### src/rtl/PixelSensorConfig.sv
// -----------------------------------------------------------------------------
// PixelSensorConfig
// Shared configuration for the pixel array and its sequencer: array geometry,
// default phase lengths, and the sequencer state type.
// -----------------------------------------------------------------------------
package PixelSensorConfig;

    // Pixel array geometry
    localparam int PIXEL_ARRAY_HEIGHT = 2;
    localparam int PIXEL_ARRAY_WIDTH  = 2;
    localparam int PIXEL_BITS         = 8;

    // Derived widths. The row index is kept at least 1 bit wide so a
    // single-row array still has a legal out_row port.
    localparam int ROW_W  = (PIXEL_ARRAY_HEIGHT > 1) ? $clog2(PIXEL_ARRAY_HEIGHT) : 1;
    localparam int DATA_W = PIXEL_ARRAY_WIDTH * PIXEL_BITS;

    // Default phase lengths, in clock cycles
    localparam int C_ERASE_DEFAULT    = 5;
    localparam int C_EXPOSE_DEFAULT   = 255;
    localparam int C_CONVERT_DEFAULT  = 255;
    localparam int C_READ_ROW_DEFAULT = 5;

    // Width of the shared phase timer; bounds every phase length to 2**TIMER_W
    localparam int TIMER_W = 16;

    typedef enum logic [2:0] {
        IDLE,
        ERASE,
        EXPOSE,
        CONVERT,
        READ,
        DONE
    } ctrl_state_t;

endpackage

### src/rtl/pixel_phase_timer.sv
// -----------------------------------------------------------------------------
// pixel_phase_timer
// Loadable down-counter shared by every phase and row duration of the
// sequencer. Loading value N-1 makes expire high in the N-th cycle after the
// load. Once at zero the counter holds, so expire stays high until the next
// load; the row readout relies on this to retry a stalled capture.
//
// Ports:
//   clk         clock, posedge
//   reset       synchronous active-low reset (count cleared)
//   load        load load_value this cycle
//   load_value  cycles remaining minus one
//   expire      current cycle is the last one of the loaded duration
// -----------------------------------------------------------------------------
module pixel_phase_timer #(
    parameter int W = 16
) (
    input  logic         clk,
    input  logic         reset,
    input  logic         load,
    input  logic [W-1:0] load_value,
    output logic         expire
);

    logic [W-1:0] count;

    // NOTE: sequential state uses non-blocking assignments so every flop
    // samples the pre-edge values of the others, independent of block order.
    always_ff @(posedge clk) begin
        if (!reset) begin
            count <= '0;
        end else if (load) begin
            count <= load_value;
        end else if (count != '0) begin
            count <= count - W'(1);
        end
    end

    assign expire = (count == '0);

endmodule

### src/rtl/pixel_sensor_ctrl.sv
// -----------------------------------------------------------------------------
// pixel_sensor_ctrl
// Sequences the pixel array through erase, expose, convert and row readout,
// then streams each captured row on a valid/ready interface.
//
// Ports:
//   clk, reset    clock and synchronous active-low reset
//   start         begin a frame (only honoured in IDLE)
//   continuous    at frame end, go straight to the next erase
//   erase         array ERASE
//   expose        array EXPOSE
//   ramp_en       convert active, gates the external ramp/DAC
//   read          one-hot row select to array READ
//   counter       digital ramp to array COUNTER (0 outside convert)
//   row_data      array DATA_OUT for the selected row
//   out_data      captured row
//   out_row       index of the row in out_data
//   out_valid     out_data valid
//   out_ready     downstream accepts when valid & ready
//   frame_done    one-cycle pulse after the last row is captured
//   busy          sequencer not in IDLE
// All outputs are registered.
// -----------------------------------------------------------------------------
module pixel_sensor_ctrl
    import PixelSensorConfig::*;
#(
    parameter int C_ERASE    = C_ERASE_DEFAULT,
    parameter int C_EXPOSE   = C_EXPOSE_DEFAULT,
    parameter int C_CONVERT  = C_CONVERT_DEFAULT,
    parameter int C_READ_ROW = C_READ_ROW_DEFAULT
) (
    input  logic                          clk,
    input  logic                          reset,
    input  logic                          start,
    input  logic                          continuous,
    output logic                          erase,
    output logic                          expose,
    output logic                          ramp_en,
    output logic [PIXEL_ARRAY_HEIGHT-1:0] read,
    output logic [7:0]                    counter,
    input  logic [DATA_W-1:0]             row_data,
    output logic [DATA_W-1:0]             out_data,
    output logic [ROW_W-1:0]              out_row,
    output logic                          out_valid,
    input  logic                          out_ready,
    output logic                          frame_done,
    output logic                          busy
);

    // Parameter sanity: the 8-bit counter must be able to reach C_CONVERT-1,
    // and every duration must fit the shared timer.
    if (C_CONVERT < 1 || C_CONVERT > 256) begin : g_bad_convert
        $error("pixel_sensor_ctrl: C_CONVERT must be in 1..256");
    end
    if (C_ERASE < 1 || C_ERASE > (1 << TIMER_W)) begin : g_bad_erase
        $error("pixel_sensor_ctrl: C_ERASE out of range");
    end
    if (C_EXPOSE < 1 || C_EXPOSE > (1 << TIMER_W)) begin : g_bad_expose
        $error("pixel_sensor_ctrl: C_EXPOSE out of range");
    end
    if (C_READ_ROW < 2 || C_READ_ROW > (1 << TIMER_W)) begin : g_bad_read_row
        $error("pixel_sensor_ctrl: C_READ_ROW out of range");
    end

    // Timer reload values: a phase of N cycles loads N-1
    localparam logic [TIMER_W-1:0] ERASE_LOAD   = TIMER_W'(C_ERASE - 1);
    localparam logic [TIMER_W-1:0] EXPOSE_LOAD  = TIMER_W'(C_EXPOSE - 1);
    localparam logic [TIMER_W-1:0] CONVERT_LOAD = TIMER_W'(C_CONVERT - 1);
    localparam logic [TIMER_W-1:0] ROW_LOAD     = TIMER_W'(C_READ_ROW - 1);

    localparam logic [PIXEL_ARRAY_HEIGHT-1:0] READ_FIRST = PIXEL_ARRAY_HEIGHT'(1);
    localparam logic [ROW_W-1:0]              ROW_LAST   = ROW_W'(PIXEL_ARRAY_HEIGHT - 1);

    ctrl_state_t        state;
    logic [ROW_W-1:0]   row;
    logic               expire;
    logic               timer_load;
    logic [TIMER_W-1:0] timer_value;
    logic               out_free;
    logic               capture;
    logic               last_row;

    // The output register can take a new row if it is empty or being drained
    // this very cycle.
    assign out_free = !out_valid || out_ready;
    assign capture  = (state == READ) && expire && out_free;
    assign last_row = (row == ROW_LAST);

    // Timer reloads on every phase entry and on every row advance. A stalled
    // row issues no reload, so the timer sits at zero and capture retries.
    // NOTE: every always_comb output gets a default first so no path leaves
    // it unassigned, which would infer a latch.
    always_comb begin
        timer_load  = 1'b0;
        timer_value = '0;
        case (state)
            IDLE: begin
                if (start) begin
                    timer_load  = 1'b1;
                    timer_value = ERASE_LOAD;
                end
            end
            ERASE: begin
                if (expire) begin
                    timer_load  = 1'b1;
                    timer_value = EXPOSE_LOAD;
                end
            end
            EXPOSE: begin
                if (expire) begin
                    timer_load  = 1'b1;
                    timer_value = CONVERT_LOAD;
                end
            end
            CONVERT: begin
                if (expire) begin
                    timer_load  = 1'b1;
                    timer_value = ROW_LOAD;
                end
            end
            READ: begin
                if (capture && !last_row) begin
                    timer_load  = 1'b1;
                    timer_value = ROW_LOAD;
                end
            end
            DONE: begin
                if (continuous) begin
                    timer_load  = 1'b1;
                    timer_value = ERASE_LOAD;
                end
            end
            default: ;
        endcase
    end

    pixel_phase_timer #(
        .W (TIMER_W)
    ) u_timer (
        .clk        (clk),
        .reset      (reset),
        .load       (timer_load),
        .load_value (timer_value),
        .expire     (expire)
    );

    // Sequencer: every output is set on the edge that enters its phase, so
    // the outputs are registered and phases abut with no gap cycle.
    always_ff @(posedge clk) begin
        if (!reset) begin
            state      <= IDLE;
            row        <= '0;
            erase      <= 1'b0;
            expose     <= 1'b0;
            ramp_en    <= 1'b0;
            read       <= '0;
            counter    <= '0;
            // NOTE: out_data is an ordinary register, not a memory array, so
            // clearing it on reset is cheap and gives a defined bus after reset.
            out_data   <= '0;
            out_row    <= '0;
            out_valid  <= 1'b0;
            frame_done <= 1'b0;
            busy       <= 1'b0;
        end else begin
            frame_done <= 1'b0;

            // Drain on handshake; a capture below in the same cycle overrides
            // this and keeps out_valid high with the new row.
            if (out_valid && out_ready) begin
                out_valid <= 1'b0;
            end

            case (state)
                IDLE: begin
                    if (start) begin
                        state <= ERASE;
                        erase <= 1'b1;
                        busy  <= 1'b1;
                    end
                end
                ERASE: begin
                    if (expire) begin
                        state  <= EXPOSE;
                        erase  <= 1'b0;
                        expose <= 1'b1;
                    end
                end
                EXPOSE: begin
                    if (expire) begin
                        state   <= CONVERT;
                        expose  <= 1'b0;
                        ramp_en <= 1'b1;
                        counter <= '0;
                    end
                end
                CONVERT: begin
                    if (expire) begin
                        state   <= READ;
                        ramp_en <= 1'b0;
                        counter <= '0;
                        row     <= '0;
                        read    <= READ_FIRST;
                    end else begin
                        counter <= counter + 8'd1;
                    end
                end
                READ: begin
                    if (capture) begin
                        out_data  <= row_data;
                        out_row   <= row;
                        out_valid <= 1'b1;
                        if (last_row) begin
                            state      <= DONE;
                            read       <= '0;
                            row        <= '0;
                            frame_done <= 1'b1;
                        end else begin
                            row  <= row + ROW_W'(1);
                            read <= read << 1;
                        end
                    end
                end
                DONE: begin
                    if (continuous) begin
                        state <= ERASE;
                        erase <= 1'b1;
                    end else begin
                        state <= IDLE;
                        busy  <= 1'b0;
                    end
                end
                default: begin
                    state   <= IDLE;
                    erase   <= 1'b0;
                    expose  <= 1'b0;
                    ramp_en <= 1'b0;
                    read    <= '0;
                    counter <= '0;
                    busy    <= 1'b0;
                end
            endcase
        end
    end

endmodule

### config.mk
export PLATFORM = sky130hd
export DESIGN_NAME = pixel_sensor_ctrl
export DESIGN_NICKNAME = d
export VERILOG_FILES = /design/src/rtl/PixelSensorConfig.sv /design/src/rtl/pixel_phase_timer.sv /design/src/rtl/pixel_sensor_ctrl.sv
export SDC_FILE = /design/constraint.sdc
export NUM_CORES = 1
export LEC_CHECK = 0
export ABC_AREA = 1
export BUFFER_PORTS_ARGS = -buffer_cell sky130_fd_sc_hd__buf_2
export CAP_MARGIN = 15
export CELL_PAD_IN_SITES_DETAIL_PLACEMENT = 1
export CELL_PAD_IN_SITES_GLOBAL_PLACEMENT = 2
export CORE_MARGIN = 1
export CORE_UTILIZATION = 27
export DETAILED_ROUTE_END_ITERATION = 12
export PLACE_DENSITY_LB_ADDON = 0.08
export SETUP_SLACK_MARGIN = 0.15
export SYNTH_ARGS = -nofsm -noshare
export SYNTH_HDL_FRONTEND = slang
export SYNTH_SLANG_ARGS = --single-unit
### constraint.sdc
create_clock -name clk -period 1.7 [get_ports clk]
set_input_delay 0.085 -clock clk [delete_from_list [all_inputs] [get_ports clk]]
set_output_delay 0.085 -clock clk [all_outputs]
set_load 0.02 [all_outputs]
==> out/qor.csv <==
stage;metric;value;unit
status;status;finished clean;
timing;setup_slack;0.0629;ns
placed_design;gp_congestion;0.756;
logic_synthesis;syn_nets;401;
routing;drtPass1Iterations;4;
critical_path;reg2reg_depth;11;
timing;tightest_slew;0.445;ns
timing;hold_ws;0.00413;ns
logic_synthesis;postSynthAreaPerCell;7.16;sq um
placed_design;dp_slack;-0.00391;ns
routing;wl_per_cell;13.7;um
routing;ant_nets;0;
global_routing;grt_max_degree;26;
die;ioPinCount;54;
critical_path;critPathLaunchType;register;
routing;drc;0;
routing;drt-initial-drc-count;58;
job;max_cap_violations;0;
die;start_util;27.8;%
global_routing;grt_pass1_vias;2700;
critical_path;crit_type;reg2reg;
final_layout;num-fill-cells;1274;
critical_path;cp-end-kind;register;
logic_synthesis;yosys.area.top_type;dfxtp_1;
global_routing;grt_antenna_before_repair;0;
clocking;cts_tree;done;
clocking;cts_sinks;53;
clocking;htreeDepth;2;
final_layout;design_area;0.00387;sq mm
die;core;0.00973;sq mm
timing;finalCriticalPeriod;1.64;ns
global_routing;grt_pass1_wl;13.2;mm
logic_synthesis;ys_ff_latch;53;
die;die_w;102;um
die;die_area;0.0104;sq mm
timing;drv_slew;0;
timing;setup_viol;0;
logic_synthesis;yosys_warnings;0;
clocking;path_clk_slew;0.10;ns
pwr;power.leakage;1.72;nW
timing;fmax;611;MHz
global_routing;track_usage;16.4;%
hold_path;hold_path_class;in2reg;
critical_path;crit_arrival;1.85;ns
timing;slew_headroom;70.0;%
routing;via_count;2730;
clocking;clock_latency;0.31;ns
placed_design;dp_hpwl;6.18;mm
timing;fin_crit_sh;96.3;%
placed_design;dpl-instance-area;0.00332;sq mm
timing;rsz0062_at_grt;true;
clocking;cts_made_buffers;5;
routing;routed_wl;8.34;mm
logic_synthesis;synth_top_area_share;39.3;%
timing;final-hold-violation-count;0;
pwr;pwr_density_cell;1720;mW/mm^2
final_layout;final_util;39.8;%
timing;setup_tns;0;ns
final_layout;diodes;0;
global_routing;overflow;0;
logic_synthesis;yosysUniqueCellTypes;38;
final_layout;area_growth;43.4;%
placed_design;io_buffers;53;
hold_path;hold-path-cell-count;3;
die;die_y;102;um
clocking;cts_root_buf;clkbuf_8;
pwr;peakVddDrop;0.579;mV
clocking;holdBufCountCts;0;
final_layout;final_layout_size_suffix_gt1_share;41.1;%
critical_path;required;1.91;ns
logic_synthesis;synth_cells;377;
clocking;clock_tree.buffer_depth;2;
logic_synthesis;ys_top_cells_by_area;dfxtp_1 39%, nor2_1 11%, nand2_1 9.5%;
logic_synthesis;syn-cell-area;0.00270;sq mm
final_layout;nNetsFinal;497;
critical_path;r2r_slack;0.06;ns
logic_synthesis;ys_seq_area_share;39.3;%
timing;fin_skew;0.00381;ns
critical_path;crit_fanout;7;
die;rows;36;
routing;vias_per_cell;4.50;
[power breakdown]
| group | switching (mW) | total (mW) | internal, mW |
|---|---|---|---|
| logic | 2.34 | 4.19 | 1.85 |
| clock network | 0.448 | 0.788 | 0.340 |
| registers | 0.211 | 1.67 | 1.45 |
[state kept, by name (all words and copies together), names as in the netlist]
| signal | count |
|---|---|
| read | 2 |
| busy | 1 |
| ramp_en | 1 |
| out_row | 1 |
| expose | 1 |
| u_timer.count | 16 |
| out_data | 16 |
| counter | 8 |
| erase | 1 |
| frame_done | 1 |
| out_valid | 1 |
| last_row | 1 |
| state | 3 |
[synthesized netlist by cell type, drive strengths merged]
library cell / count
xnor2: 6
or2: 2
nand2: 78
nand3: 26
inv: 35
nand4: 5
nor4: 3
o211ai: 1
xor2: 6
dfxtp: 53
a31oi: 1
a21oi: 12
o21ai: 26
clkinv: 2
o31ai: 1
a211oi: 1
nor2: 95
o21bai: 2
nor3: 10
ha: 3
buf: 4
clkbuf: 5
[final timing paths]
path	start	end
max	u_timer.count[3]	u_timer.count[1]
min	row_data[0]	out_data[0]
max reg2reg	u_timer.count[3]	u_timer.count[1]
min reg2reg	busy	busy
[placed cells by master (no fill, tap or decap), types with 2 or more instances in the layout]
master / instances
o21ai_2: 4
xor2_1: 5
nor4_1: 2
buf_2: 53
or2_2: 2
nor3_1: 6
clkbuf_8: 6
inv_4: 2
buf_4: 38
nand3_1: 19
o21ai_1: 14
dfxtp_1: 46
nand2_1: 62
nand2_4: 4
xnor2_1: 6
ha_4: 2
nand4_1: 4
nand2_8: 3
a21oi_2: 2
nor2_2: 13
o21ai_0: 8
nor2_4: 13
nor3_4: 3
nor2_1: 69
clkinv_4: 2
dfxtp_2: 6
inv_1: 23
nand2_2: 9
nand3_2: 4
buf_12: 4
a21oi_1: 10
nand3_4: 3
inv_2: 10
[cell families after synthesis]
group           count (synthesis)  synth area share (%)
xor+xnor                       12                  3.89
compound gates                 44                  8.94
fa+ha+maj                       3                  1.39
simple gates                  219                  38.9
buf+inv                        46                  7.55
flops                          53                  39.3
[per-layer routing]
metal	routed length [um]	track usage, %
met1	4180	22.7
met5	0	0
met3	263	2.87
met4	44	2.97
met2	3850	26.8
[worst max-delay path, cell delays in order, from the launching register on]
cell and delay [ns]:
dfxtp_4 0.38, nor2_4 0.18, nand2_1 0.12, nor2_4 0.15, nand3_1 0.11, nand2_2 0.12
inv_4 0.08, nand2_8 0.11, buf_12 0.13, nor2_4 0.05, nand3_2 0.05, nand2_1 0.05
[what timing repair did]
item / CTS / global route
gates resized for setup: 40 / 47
gates cloned: 1 / 1
setup endpoints to repair: 43 / 43
pin swaps: 15 / 14
buffers inserted: 6 / 7
[through the flow]
step | power, mW | cells
floorplan | 3.86 | 377
global placement | 4.93 | 584
detailed placement | 4.94 | 584
CTS | 6.32 | 599
global route | 7.18 | 607
finish | 6.64 | 607
[final cells by class]
| type | instances | area, sq um | area share, % |
|---|---|---|---|
| clock buffer | 6 | 82.6 | 2.13 |
| clock inverter | 2 | 17.5 | 0.452 |
| inverter | 37 | 150 | 3.88 |
| multi-input combinational | 278 | 1690 | 43.6 |
| sequential | 53 | 1070 | 27.7 |
| tap | 133 | 166 | 4.30 |
| timing repair buffer | 98 | 694 | 17.9 |
No activity file was read; power rests on OpenSTA's default activity.
